<file path="src/rtl/uart_rx_fifo.sv">
// rtl/uart_rx_fifo.sv - first-word-fall-through receive FIFO with error flags, overrun and error counting
module uart_rx_fifo #(
    parameter int DEPTH     = 16,
    parameter int AF_THRESH = 12
) (
    input  logic                     clk,
    input  logic                     reset,
    input  logic [7:0]               rx_data,
    input  logic                     rx_valid,
    input  logic                     parity_error,
    input  logic                     stop_error,
    input  logic                     rd_ready,
    input  logic                     flush,
    input  logic                     clr_overrun,
    output logic                     rd_valid,
    output logic [7:0]               rd_data,
    output logic                     rd_parity_err,
    output logic                     rd_stop_err,
    output logic [$clog2(DEPTH):0]   count,
    output logic                     empty,
    output logic                     full,
    output logic                     almost_full,
    output logic                     overrun,
    output logic [7:0]               err_count
);

    localparam int AW = $clog2(DEPTH);
    localparam logic [AW:0] FULL_LVL = DEPTH[AW:0];
    localparam logic [AW:0] AF_LVL   = AF_THRESH[AW:0];

    logic [9:0]    mem [DEPTH];
    logic [AW-1:0] wr_ptr;
    logic [AW-1:0] rd_ptr;
    logic          rx_valid_d;

    logic push_evt;
    logic pop;
    logic wr_en;
    logic rd_en;
    logic drop;
    logic err_inc;
    logic [9:0] head;

    assign empty       = (count == '0);
    assign full        = (count == FULL_LVL);
    assign almost_full = (count >= AF_LVL);
    assign rd_valid    = !empty;

    // One push per rx_valid high period; rx_valid_d resets high so a level
    // already present at reset release is not taken as a new byte.
    assign push_evt = rx_valid & ~rx_valid_d;
    assign pop      = rd_valid & rd_ready;

    // flush discards the incoming byte and any pop; a full FIFO still accepts
    // when the head leaves in the same cycle.
    assign wr_en   = push_evt & ~flush & (~full | pop);
    assign rd_en   = pop & ~flush;
    assign drop    = push_evt & ~flush & full & ~pop;
    assign err_inc = wr_en & (parity_error | stop_error) & (err_count != 8'hFF);

    always_ff @(posedge clk) begin
        if (wr_en) begin
            mem[wr_ptr] <= {stop_error, parity_error, rx_data};
        end
    end

    // Memory is not reset, so the head is masked to zero while empty.
    assign head          = mem[rd_ptr];
    assign rd_data       = rd_valid ? head[7:0] : 8'h00;
    assign rd_parity_err = rd_valid ? head[8]   : 1'b0;
    assign rd_stop_err   = rd_valid ? head[9]   : 1'b0;

    always_ff @(posedge clk or posedge reset) begin
        if (reset) begin
            rx_valid_d <= 1'b1;
            wr_ptr     <= '0;
            rd_ptr     <= '0;
            count      <= '0;
            err_count  <= 8'h00;
        end else begin
            rx_valid_d <= rx_valid;
            if (flush) begin
                wr_ptr    <= '0;
                rd_ptr    <= '0;
                count     <= '0;
                err_count <= 8'h00;
            end else begin
                if (wr_en) begin
                    wr_ptr <= wr_ptr + AW'(1);
                end
                if (rd_en) begin
                    rd_ptr <= rd_ptr + AW'(1);
                end
                case ({wr_en, rd_en})
                    2'b10:   count <= count + (AW+1)'(1);
                    2'b01:   count <= count - (AW+1)'(1);
                    default: count <= count;
                endcase
                if (err_inc) begin
                    err_count <= err_count + 8'd1;
                end
            end
        end
    end

    // A drop in the same cycle as clr_overrun leaves the flag set.
    always_ff @(posedge clk or posedge reset) begin
        if (reset) begin
            overrun <= 1'b0;
        end else if (drop) begin
            overrun <= 1'b1;
        end else if (clr_overrun) begin
            overrun <= 1'b0;
        end
    end

endmodule
</file>
<file path="config.mk">
export PLATFORM = sky130hd
export DESIGN_NAME = uart_rx_fifo
export DESIGN_NICKNAME = d
export VERILOG_FILES = /design/src/rtl/uart_rx_fifo.sv
export SDC_FILE = /design/constraint.sdc
export NUM_CORES = 1
export LEC_CHECK = 0
export ABC_AREA = 1
export ABC_CLOCK_PERIOD_IN_PS = 5450
export CORE_MARGIN = 2
export CORE_UTILIZATION = 35
export DETAILED_ROUTE_END_ITERATION = 16
export PLACE_DENSITY = 0.54
export SLEW_MARGIN = 25
export SYNTH_ARGS = -nofsm -noshare
export SYNTH_HDL_FRONTEND = slang
export SYNTH_SLANG_ARGS = --single-unit
export TNS_END_PERCENT = 20
</file>
<file path="constraint.sdc">
create_clock -name clk -period 5.45 [get_ports clk]
set_input_delay 0.545 -clock clk [delete_from_list [all_inputs] [get_ports clk]]
set_output_delay 0.545 -clock clk [all_outputs]
set_load 0.01 [all_outputs]
</file>
* Word level (Yosys, flattened, before mapping)
Memories as Yosys holds them, arrays and structs flattened. Index checks and enable logic that the tools add are counted.
Cells by class: equal/unequal tests 4, magnitude comparators 1, muxes and demuxes 15, bitwise logic cells 15, reduce and logical (&&, ||, !) cells 7, $add $sub $neg 5
Operators with widths (count):
- $mux W8 | 3
- $mux W4 | 4
- $pmux W5 S2 | 1
- $and A1 B1 Y1 | 9
- $add A4 B1 Y4 const B | 2
- $add A8 B1 Y8 const B | 1
- $ne A8 B8 Y1 const B | 1
- $reduce_bool A2 Y1 | 4
- $mux W1 | 6
- $add A5 B1 Y5 const B | 1
- $eq A5 B5 Y1 const B | 1
- $ge A5 B4 Y1 const B | 1
- $logic_not A5 Y1 | 1
- $mux W5 | 1
- $sub A5 B1 Y5 const B | 1
- $not A1 Y1 | 4
- $reduce_bool A3 Y1 | 1
- $eq A2 B1 Y1 const B | 1
- $eq A2 B2 Y1 const B | 1
- $or A1 B1 Y1 | 2
- $logic_not A1 Y1 | 1
Storage, ports and cells: output and inout port bits 28, register bits after elaboration 23, memories 1, RAM bits 160
Memory list:
- mem | words 16, bits a word 10, read ports 1, clocked after memory_dff 0, write ports 1, RTL line 31 | logic [9:0] mem [DEPTH];

* Logic depth before layout (Yosys ltp)
Gate-level depths: netlist of run 1.
word-level depth 9, mapped depth 16, gate-level depth less buffers 16

* Worst setup path before layout of run 1
OpenSTA, ideal clock, no wires.
path type in2reg, start point input port flush, end point memory mem[11][0] (enable), arrival 1709 ps, library setup time 376 ps, path slack 3365 ps, stages on the path 6, required time 5074 ps, path through buf_6 > nor3b_4 > nand2_4 > inv_4 > nand2_1 > nor2_1
Between the ends: longest elaborated chain between the ends 5
RTL lines:
- start, declared | RTL line 13 | input logic flush,
- $not A1 Y1 | RTL line 56 | assign wr_en = push_evt & ~flush & (~full | pop);
- $and A1 B1 Y1 (2 in series) | RTL line 56
- $mux W1 | RTL line 62 | if (wr_en) begin
- $mux W1 (implied by the code) | RTL line 63 | mem[wr_ptr] <= {stop_error, parity_error, rx_data};
- end, declared | RTL line 31
No other way between the ends.

* Worst setup path after layout of run 1
start point register rd_ptr[0], end point output port rd_data[2]
Between the ends: longest elaborated chain between the ends 2
RTL lines:
- start, declared | RTL line 33 | logic [AW-1:0] rd_ptr;
- start signal, assigned | RTL line 92 | rd_ptr <= rd_ptr + AW'(1);
- $mem_v2 Z16 W10
- $mux W8 | RTL line 69 | assign rd_data = rd_valid ? head[7:0] : 8'h00;
- end, declared | RTL line 16 | output logic [7:0] rd_data,
No other way between the ends.

==> metrics, run 1 <==
Post-DP HPWL=11.8 mm; Tmin final=4060 ps; maximum vdd ir drop=0.271 mV; Max Buffers Root-to-Sink=2; GPL Wtd Cong=0.815; Inst Count DP=911; Fin Setup TNS=0 ps; CTS resizes=0; Setup Viol. Count Final=0; most common cell after layout, fill and taps aside=edfxtp_1; CP peak stage delay=720 ps; CTS tree=done; Area growth syn-to-layout=17.2%; area of the multi-input gates=2020 µm²; post-route clock skew=between 15 and 20 ps; Critical Path RT=approximately 4900 ps; antenna-violating nets left=0; Net Sw Frac=0.328; # Post-CTS Setup Buffers=0; final WL=around 19 mm; Placement Setup Slack=1820 ps; DR vias=a little over 5000; DRC=0; Worst Tran Pin Value=about 1000 ps; FF-to-FF setup slack=3210 ps; GRT Overall Usage=0.169; Mapped Cells=609; FILL cells=about 2000; num rows=54; number of synthesized flops with an enable pin=160; Die Y=about 150 µm; Remaining Overflow, GRT=0; ys async rst share=0.126; Critical-path top delay cell=inv_2; sequential share of power=0.403; Fin. Hold Viols=0; Netlist Area Pre-Place=7670 µm²; setup ws final=1390 ps; HP Class=in -> async; commonest non-fill, non-tap cells in the layout=edfxtp_1 (160), nand2_1 (117), nor2_1 (44), o21ai_0 (43), clkdlybuf4s50_1 (43); die area=23100 µm²; R2R depth=6; P per Cell Area=440 nW/µm²; Synth cell types=38; crit-path max FO=55; Clock Power Share=0.323; crit path cell chain=inv_2 -> nand2_2 -> o221ai_1 -> a21oi_1 -> o21ai_0 -> a31oi_1 -> clkdlybuf4s50_1; Worst R2R End=mem[12][6]$_DFFE_PP_; reg2reg start=count[2]$_DFFE_PP0P_; Fmax=between 200 and 250 MHz; TritonCTS buffer count=17; Core Box Area=around 22000 µm²; status=finished, final reports clean; sequential-to-total area share from yosys stat=0.702; CTS hold repair buffers=0; NetSw=between 1 and 1.5 mW; class of the most critical setup path=reg -> out; Clk Latency, worst-skew pair=440 ps; initial antenna violation count=0; clock root buffer=clkbuf_16; pin count of the biggest net entering global routing=56; CP Capture Type=output port; clock sinks=between 150 and 200; clk slew on worst S/H paths=~70 ps; iteration-0 DRC count of the detailed router=approximately 440; Ys Warns=0; Setup crit start kind=flip-flop; Static Leakage=3.09 nW; share of post-route cells with drive strength above 1=0.136; global-route wire length before repair=29.7 mm; Post-layout nets=674; syn nets=633; Syn Area/Cell=~13 µm²; share of power burned in combinational logic=0.274; Worst slew margin=0.308; Top FF cell, synth=edfxtp_1; number of vias per cell=5.34; Internal=roughly 2.7 mW; IO Pins=44; Finished Cell Area=8990 µm²; ratio of final minimum period to clock period=0.745; final hold slack=494 ps; family with the most delay on the worst path=buffers and inverters; Yosys reg bits=around 180; CP Data Arrival Time=about 3500 ps; DR pass1 iterations=5; unrepaired setup endpoints after global routing=no; fin. max-slew vios=0; Max Cap Viol=0; drt wl/cell=20.4 µm; vias in the first global route=4988; total power=3.95 mW; Initial Utilization=0.354; fin cells=943; port buffer count=43; Sequential Area=5380 µm²; Placed Area=8370 µm²; die width=152 µm; H-tree depth=4; n_diodes=0; final core utilization=0.414; Critical path buffers and inverters=2
power by group through the flow:
stage | clock network (mW) | logic (mW) | registers (mW)
final | 1.28 | 1.08 | 1.59
after global placement | 0 | 1.07 | 1.62
after detailed placement | 0 | 1.08 | 1.62
after floorplan | 0 | 0.637 | 1.62
after global routing | 1.34 | 1.19 | 1.60
after CTS | 1.29 | 1.09 | 1.59
metal layers:
layer | GRT usage | routed length [µm]
met4 | 0.0503 | 331
met3 | 0.0379 | 1220
met1 | 0.238 | 8670
met5 | 0 | 0
met2 | 0.263 | 9020
worst register-to-register path, cell delays in order (launching register included):
cell and delay (ps):
dfrtp_1 480, nor2_4 90, nand4_4 100, nand2_4 100
inv_4 120, nand2_1 150, nor2_1 820
flip-flops by register name (all words and copies together) (netlist names):
register and count:
err_count 8, mem 160, rd_ptr 4, overrun 1
count 5, wr_ptr 4, rx_valid_d 1
final cells by class:
cell class                 instances  area share
tap                              280      0.0390
clock inverter                    15      0.0205
inverter                          34      0.0152
sequential                       183       0.599
clock buffer                      17      0.0473
multi-input combinational        363       0.225
timing repair buffer              51      0.0546
worst max path at each step:
| stage | cells past startpoint | from | end | slack [ps] |
|---|---|---|---|---|
| after CTS | 7 | rd_ptr[0]$_DFFE_PP0P_ | rd_data[0] | 1340 |
| after global placement | 7 | rd_ptr[0]$_DFFE_PP0P_ | rd_data[0] | 1910 |
| after detailed placement | 7 | rd_ptr[0]$_DFFE_PP0P_ | rd_data[0] | 1820 |
| after floorplan | 6 | flush | mem[11][0]$_DFFE_PP_ | 3360 |
| after global routing | 7 | rd_ptr[0]$_DFFE_PP0P_ | rd_data[0] | 1150 |
| final | 7 | rd_ptr[0]$_DFFE_PP0P_ | rd_data[2] | 1390 |
logic make-up after synthesis:
logic type	after synthesis	share of synthesized area
and+or+nand+nor	206	0.122
DFF	183	0.702
AOI/OAI and AO/OA	147	0.124
buffers and inverters	63	0.0373
adders and majority gates	8	0.0130
xor gates and xnor gates	2	0.00228
synth_stat cells (12+ instances only):
| library cell | instances | area (µm²) |
|---|---|---|
| clkbuf_1 | 14 | 52.6 |
| inv_1 | 26 | 97.6 |
| edfxtp_1 | 160 | 4800 |
| nor2_1 | 51 | 191 |
| o221ai_1 | 28 | 245 |
| o22ai_1 | 12 | 75.1 |
| dfrtp_1 | 22 | 551 |
| o21ai_0 | 43 | 215 |
| a31o_2 | 18 | 158 |
| nand3_1 | 16 | 80.1 |
| a21oi_1 | 29 | 145 |
| nand2_1 | 117 | 439 |
No activity file was read; power rests on OpenSTA's default activity.
==> run 2, diff against run 1 <==
--- a/config.mk
+++ b/config.mk
@@ -6,11 +6,11 @@
 export NUM_CORES = 1
 export LEC_CHECK = 0
 export ABC_AREA = 1
-export ABC_CLOCK_PERIOD_IN_PS = 5450
+export ABC_CLOCK_PERIOD_IN_PS = 3600
 export CORE_MARGIN = 2
 export CORE_UTILIZATION = 35
 export DETAILED_ROUTE_END_ITERATION = 16
-export PLACE_DENSITY = 0.54
+export PLACE_DENSITY = 0.55
 export SLEW_MARGIN = 25
 export SYNTH_ARGS = -nofsm -noshare
 export SYNTH_HDL_FRONTEND = slang
==> constraint.sdc (replaced) <==
create_clock -name clk -period 3.6 [get_ports clk]
set_input_delay 0.36 -clock clk [delete_from_list [all_inputs] [get_ports clk]]
set_output_delay 0.36 -clock clk [all_outputs]
set_load 0.01 [all_outputs]
==> run 2 against run 1 <==
  * Total power rose by 48%
  * Clock power is 42% higher
  * Highest routed layer unchanged
  * Critical endpoint is now rd_parity_err
  * Routed wire length decreased by 2.4%
  * Global-route usage decreased by 0.28 points
  * Setup slack worse by 1200 ps
  * Critical path depth grew 2
  * Clock-buffer cell count unchanged
==> metrics, run 2 (synthesis results as in run 1) <==
class of the most critical setup path=reg -> out; Post-DP HPWL=11.9 mm; setup ws final=203 ps; Static Leakage=about 3.2 nW; Sequential Area=5380 µm²; DR vias=about 5000; number of vias per cell=5.30; Fmax=294 MHz; port buffer count=43; crit path cell chain=inv_2 -> buf_4 -> nor2_1 -> o22ai_1 -> nand2_1 -> nand2_1 -> o21ai_0 -> a31oi_1 -> clkdlybuf4s50_1; global-route wire length before repair=29.4 mm; Fin Setup TNS=0 ps; most common cell after layout, fill and taps aside=edfxtp_1; Tmin final=3400 ps; die width=152 µm; maximum vdd ir drop=0.520 mV; biggest regs=mem (160), err_count (8), count (5); Initial Utilization=0.354; Max Cap Viol=0; initial antenna violation count=0; n_diodes=0; CTS tree=done; status=finished, final reports clean; crit path from=rd_ptr[0]$_DFFE_PP0P_; FF-to-FF setup slack=1390 ps; vias in the first global route=5107; total power=5.87 mW; P per Cell Area=648 nW/µm²; TritonCTS buffer count=17; share of power burned in combinational logic=0.275; CTS hold repair buffers=0; Fin. Hold Viols=0; GRT Overall Usage=0.166; Post-layout nets=slightly below 700; num rows=54; GPL Wtd Cong=0.868; Worst Tran Pin Value=1030 ps; Critical path buffers and inverters=3; WP depth=9; Largest Register=mem; antenna-violating nets left=0; Finished Cell Area=9050 µm²; pin count of the biggest net entering global routing=55; # Post-CTS Setup Buffers=0; NetSw=1.97 mW; Clk Latency, worst-skew pair=440 ps; Placed Area=8470 µm²; final hold slack=290 ps; fin. max-slew vios=0; CTS resizes=0; Placement Setup Slack=around 530 ps; HP Class=in -> async; final WL=about 19 mm; post-route clock skew=7.40 ps; Inst Count DP=roughly 930; area of the multi-input gates=2000 µm²; Core Box Area=21700 µm²; unrepaired setup endpoints after global routing=no; IO Pins=44; share of post-route cells with drive strength above 1=0.145; FILL cells=1997; Die Y=152 µm; CP Data Arrival Time=3040 ps; family with the most delay on the worst path=buffers and inverters; commonest non-fill, non-tap cells in the layout=edfxtp_1 (160), nand2_1 (117), nor2_1 (51), o21ai_0 (43), clkdlybuf4s50_1 (43); R2R depth=15; clk slew on worst S/H paths=around 70 ps; Clock Power Share=0.310; drt wl/cell=19.6 µm; Worst R2R End=count[4]$_DFFE_PP0P_; reg2reg start=count[3]$_DFFE_PP0P_; sequential share of power=0.415; iteration-0 DRC count of the detailed router=between 300 and 400; Worst slew margin=0.308; Setup Viol. Count Final=0; crit-path max FO=54; Setup crit end=rd_parity_err; fin cells=958; Setup crit start kind=flip-flop; clock sinks=183; Crit path top cell by count=nand2_1; Critical-path top delay cell=clkdlybuf4s50_1; DR pass1 iterations=5; die area=23100 µm²; CP Capture Type=output port; Area growth syn-to-layout=18.0%; final core utilization=0.418; Max Buffers Root-to-Sink=2; CP peak stage delay=590 ps; DRC=0; max reg flops=between 150 and 200; Critical Path RT=3240 ps; ratio of final minimum period to clock period=0.944; Net Sw Frac=0.335; clock root buffer=clkbuf_16; H-tree depth=4; Remaining Overflow, GRT=0; Internal=~3.9 mW
-- run 2: routing by layer --
metal / part of all wire / GRT usage / vias to the layer above
met5: 0 / 0 / -
met4: 0.022 / 0.0614 / 0
met3: 0.059 / 0.0354 / 33
met2: 0.47 / 0.260 / 176
met1: 0.45 / 0.228 / 2514
li1: - / - / 2357
-- run 2: layout make-up --
cell class,instances,share of cell area
flip-flops and latches,183,0.594
multi-input cells,363,0.221
repair buffers,66,0.0666
clock buffers,17,0.0470
well taps,280,0.0387
clock inverters,15,0.0167
inverters,34,0.0155
-- run 2: how the worst min path moves through the flow --
stage	from	to	slack, ps	cells after the start
2_1_floorplan	reset	count[0]$_DFFE_PP0P_	360	1
3_3_place_gp	overrun$_DFFE_PP0P_	overrun$_DFFE_PP0P_	520	2
3_5_place_dp	overrun$_DFFE_PP0P_	overrun$_DFFE_PP0P_	530	2
4_1_cts	rx_valid	rx_valid_d$_DFF_PP1_	360	1
5_1_grt	reset	err_count[4]$_DFFE_PP0P_	340	2
6_report	reset	err_count[4]$_DFFE_PP0P_	290	2
-- run 2: power groups by stage --
stage                     registers, mW  clock network (mW)  logic, mW
after detailed placement           2.48                   0       1.61
after CTS                          2.43                1.85       1.62
after global placement             2.47                   0       1.59
final                              2.43                1.82       1.61
after global routing               2.44                1.94       1.74
after floorplan                    2.46                   0      0.965
==> RTL change 1, RTL diff (flow settings as in run 2) <==
The parameter `DEPTH` goes from 16 to 8.
--- a/src/rtl/uart_rx_fifo.sv
+++ b/src/rtl/uart_rx_fifo.sv
@@ -1,6 +1,6 @@
 // rtl/uart_rx_fifo.sv - first-word-fall-through receive FIFO with error flags, overrun and error counting
 module uart_rx_fifo #(
-    parameter int DEPTH     = 16,
+    parameter int DEPTH     = 8,
     parameter int AF_THRESH = 12
 ) (
     input  logic                     clk,
Interface: changed (resized count); port bits go from 44 to 43. No check against the original RTL was run, so the function may have changed too.
==> RTL change 1 against run 2 <==
  * Routed wire length fell by 49%
  * Design area decreased by 42%
  * Utilization rose by 1.8 points
  * Global-route usage shrank 1.0 points
  * Largest power group unchanged
  * Synthesized area decreased by 44%
  * Worst setup slack better by 0.46 ns
  * Largest cell class unchanged
  * Sequential share of layout area decreased by 3.9 points
  * Sequential cell count is 83 lower
  * Power fell by 44%
==> RTL change 1: results (changes against run 2) <==
Run status
  • Status: finished clean

Power
  • Peak VDD IR: 0.256 mV (-51%)
  • LEAKAGE: 1.92 nW (-39%)
  • Sw frac: 32.8% (-0.74 points)

Setup path
  • Crit. Startpoint: rd_ptr[1]
  • CP Data Arrival Time: 2.57 ns (-0.47 ns)
  • Worst-path fanout max: 20 (-63%)
  • Reg2Reg Depth: 13 (-2)
  • Reg2reg start: count[1]

Routing
  • DRT Wirelength: 9630 µm (-49%)
  • Drt pass-1 iters: 4 (-1)
  • 1st-iter DRT viols: 218 (-42%)
  • Routed vias: 2945 (-42%)

Clock tree
  • H-tree levels: 3 (-1)
  • Worst skew pair latency: 0.34 ns (-0.10 ns)

Synth
  • Top cells by count, synth: edfxtp_1 (80), nor2_1 (76), o21ai_0 (51), nand2_1 (38), inv_1 (22)
  • Top cells by area, synth: edfxtp_1 (56%), dfrtp_1 (11%), nor2_1 (6.6%), o21ai_0 (5.9%), nand2_1 (3.3%)
  • Synth async-reset ratio: 20.0% (+7.4 points)
  • Synth unique cells: 33 (-13%)
  • Post-synth EDFFs: 80 (-50%)
  • Post-synthesis sequential area ratio: 67.5% (-2.6 points)
  • Syn_nets: 405 (-36%)

Final layout
  • Nets: 455 (-34%)
  • Number of flip-flops in the largest register: 80 (-50%)
  • Layout cell share with drive strength beyond 1: 11.2% (-3.3 points)
  • Top flop regs: mem x80, err_count x8, count x4

Placed design
  • Setup WS pre-CTS: 0.979 ns (+0.452 ns)
  • Hpwl dp: 6100 µm (-49%)
  • Placer Congestion: 0.798 (-8.1%)
  • IO Port Bufs: 42 (-2.3%)

Min path
  • HP Class: input port to register

Global route
  • Tot GR Track Use: 15.6% (-1.0 points)
  • First-pass GRT wire length: 15600 µm (-47%)
  • Largest net degree at the start of global routing: 43 (-22%)

Timing
  • Worst Tran Pin Value: 0.807 ns (-0.227 ns)
-- RTL change 1: area by class of cell --
class | instances | area (µm²)
Sequential cell | 100 | 2900
Fill cell | 1152 | 6790
Inverter | 26 | 97.6
Timing Repair Buffer | 56 | 526
Clock buffer | 10 | 229
Tap cell | 147 | 184
Clock inverter | 6 | 53.8
Multi-Input combinational cell | 241 | 1230
-- RTL change 1: path summary, 6_finish.rpt --
path,end,slack (ns)
worst min-delay path,rx_valid_d,0.45
worst max-delay path,rd_stop_err,0.67
worst min register to register,rd_ptr[0],0.53
max in group asynchronous,count[3],2.62
worst max register to register,count[3],1.43
min in group asynchronous,err_count[0],0.47
-- RTL change 1: kinds of logic (layout without fill, tap and decap cells) --
logic type | Yosys count | count (layout) | synth area share [%]
compound gates | 87 | 87 | 11.4
xor+xnor | 7 | 7 | 1.43
simple gates | 142 | 142 | 14.4
buf+inv | 43 | 98 | 3.84
fa+ha+maj | 5 | 5 | 1.45
flops | 100 | 100 | 67.5
-- RTL change 1: per-layer routing --
layer | vias up | share of wire (%) | GRT usage [%]
li1 | 1447 | - | -
met1 | 1414 | 49 | 21.6
met2 | 72 | 46 | 25.1
met3 | 12 | 4.2 | 2.95
met4 | 0 | 1.2 | 4.50
met5 | - | 0 | 0
-- RTL change 1: worst max-delay path: cells and delay by family, from the launching register on --
family	cells	cell delay [ns]
compound gates	4	0.76
buf+inv	2	1.10
flops	1	0.37
-- RTL change 1: metrics by stage --
stage / hold WS [ns] / cell area [µm²] / utilization [%] / std cells
2_1_floorplan: 0.323 / 4300 / - / 384
3_3_place_gp: 0.515 / 4940 / 41.2 / 570
3_5_place_dp: 0.526 / 4940 / 41.2 / 570
4_1_cts: 0.439 / 5230 / 43.5 / 586
5_1_grt: 0.454 / 5230 / 43.5 / 586
6_report: 0.448 / 5230 / 43.5 / 586
-- RTL change 1: power groups by stage --
stage / registers (mW) / clock network, mW / logic (mW)
floorplan: 1.36 / 0 / 0.588
global placement: 1.36 / 0 / 1.02
detailed placement: 1.36 / 0 / 1.04
CTS: 1.33 / 0.941 / 1.04
global route: 1.34 / 0.982 / 1.14
finish: 1.33 / 0.913 / 1.03
==> RTL change 2, RTL diff (settings of run 2) <==
Without the edit above. Put one more register stage on the output `err_count`, without a reset. The value now appears one clock later. The other outputs are not delayed to match.
--- a/src/rtl/uart_rx_fifo.sv
+++ b/src/rtl/uart_rx_fifo.sv
@@ -28,6 +28,8 @@
     localparam logic [AW:0] FULL_LVL = DEPTH[AW:0];
     localparam logic [AW:0] AF_LVL   = AF_THRESH[AW:0];
 
+    logic [7:0] err_count_s0;
+
     logic [9:0]    mem [DEPTH];
     logic [AW-1:0] wr_ptr;
     logic [AW-1:0] rd_ptr;
@@ -56,7 +58,7 @@
     assign wr_en   = push_evt & ~flush & (~full | pop);
     assign rd_en   = pop & ~flush;
     assign drop    = push_evt & ~flush & full & ~pop;
-    assign err_inc = wr_en & (parity_error | stop_error) & (err_count != 8'hFF);
+    assign err_inc = wr_en & (parity_error | stop_error) & (err_count_s0 != 8'hFF);
 
     always_ff @(posedge clk) begin
         if (wr_en) begin
@@ -76,14 +78,14 @@
             wr_ptr     <= '0;
             rd_ptr     <= '0;
             count      <= '0;
-            err_count  <= 8'h00;
+            err_count_s0 <= 8'h00;
         end else begin
             rx_valid_d <= rx_valid;
             if (flush) begin
                 wr_ptr    <= '0;
                 rd_ptr    <= '0;
                 count     <= '0;
-                err_count <= 8'h00;
+                err_count_s0 <= 8'h00;
             end else begin
                 if (wr_en) begin
                     wr_ptr <= wr_ptr + AW'(1);
@@ -97,7 +99,7 @@
                     default: count <= count;
                 endcase
                 if (err_inc) begin
-                    err_count <= err_count + 8'd1;
+                    err_count_s0 <= err_count_s0 + 8'd1;
                 end
             end
         end
@@ -114,4 +116,8 @@
         end
     end
 
+    always_ff @(posedge clk) begin
+        err_count <= err_count_s0;
+    end
+
 endmodule
Formal check against the unedited RTL: not equivalent (Yosys sat finds a counterexample within 4 cycles, from zero or initial values and one cycle with reset high).
==> RTL change 2 against run 2 <==
  * Sequential cell count grew 8
  * Cell count increased by 2.9%
  * Worst setup slack improved by 0.036 ns
  * Routed wire length up 2.6%
  * Power about the same
  * Design area increased by 2.9%
  * Synthesized cell count increased by 4.6%
  * Register-to-register slack improved by 0.13 ns
  * Global-route usage increased by 0.096 points
  * Synthesized area increased by 2.4%
  * Largest cell class unchanged
==> RTL change 2: results (changes against run 2) <==
Synth
  • Complex-gate fraction of the synthesized area: 10.5% (-1.9 points)
  • Synth Area in Adders: 1.27% (-0.030 points)
  • Top cells by count, synth: edfxtp_1 (160), nand2_1 (129), nor2_1 (61), a21oi_1 (48), o21ai_0 (31)
  • Top cells by area, synth: edfxtp_1 (61%), dfrtp_1 (7.0%), nand2_1 (6.2%), a21oi_1 (3.1%), nor2_1 (2.9%)
  • Post-synthesis sequential area ratio: 70.6% (+0.41 points)

Setup path
  • Flop2flop setup slack: 1.52 ns (+0.13 ns)
  • Crit path max-delay cell type: dfrtp_1
  • Worst-path fanout max: 20 (-63%)
  • CP Data Arrival Time: 3.00 ns (-0.04 ns)
  • Reg2Reg Depth: 12 (-3)
  • CP peak stage delay: 0.56 ns (-0.03 ns)

Power
  • Sw frac: 31.7% (-1.8 points)
  • Combinational power: 1.48 mW (-8%)
  • Power Total: 5.87 mW (about the same)
  • Peak VDD IR: 0.338 mV (-35%)
  • P_seq: 2.50 mW (+3%)

Timing
  • Worst Skew: 0.0151 ns (+0.00771 ns)
  • Final period util: 93.4% (-1.0 points)
  • Max-Slew Margin vs Limit: 38.7% (+7.9 points)

Routing
  • WL met2: 9130 µm (+4.5%)
  • WL/cell: 19.6 µm (-0.30%)
  • Met1 wire length: 8680 µm (+1.8%)
  • DR vias/cell: 5.16 (-2.6%)
  • 1st-iter DRT viols: 311 (-18%)
  • Met3 wire len: 1050 µm (-5.8%)

Final layout
  • Layout cell share with drive strength beyond 1: 11.2% (-3.3 points)
  • Nets: 717 (+4.1%)

Placed design
  • Hpwl dp: 12500 µm (+5.0%)
  • Placer Congestion: 0.828 (-4.7%)
  • Setup WS pre-CTS: 0.553 ns (+0.0253 ns)

Global route
  • First-pass GRT wire length: 29500 µm (+0.33%)
  • Tot GR Track Use: 16.7% (+0.096 points)
  • Vias in the first global route: 5129 (+0.43%)
  • GR Util met3: 3.86% (+0.32 points)
  • Largest net degree at the start of global routing: 82 (+49%)
  • GR Layer Usage met2: 27.2% (+1.2 points)

Run status
  • Status: finished clean
-- RTL change 2: changes by cell type after synthesis, moves of 7 or more --
cell / delta
nor3_1: +7
a21oi_1: +19
o221ai_1: -18
mux2i_1: +10
dfxtp_1: +8
nand2_1: +12
o21ai_0: -12
a21boi_0: +11
a221oi_1: +10
nor2_1: +10
a31oi_1: -9
a31o_2: -18
a211oi_1: +10
-- RTL change 2: through the flow --
| stage | hold WS [ns] | cell area (µm²) | instances | util, % |
|---|---|---|---|---|
| after global placement | 0.410 | 8710 | 954 | 39.8 |
| after detailed placement | 0.409 | 8710 | 954 | 39.8 |
| after CTS | 0.341 | 9300 | 986 | 42.5 |
| after global routing | 0.354 | 9310 | 986 | 42.5 |
| final | 0.314 | 9310 | 986 | 42.5 |
| after floorplan | 0.361 | 7850 | 637 | - |
-- RTL change 2: area by class of cell --
type,count,area (µm²)
clock buffers,17,425
clock inverters,15,169
fillers,2068,12600
inverters,29,119
multi-input cells,387,2070
flip-flops and latches,191,5540
well taps,280,350
repair buffers,67,636
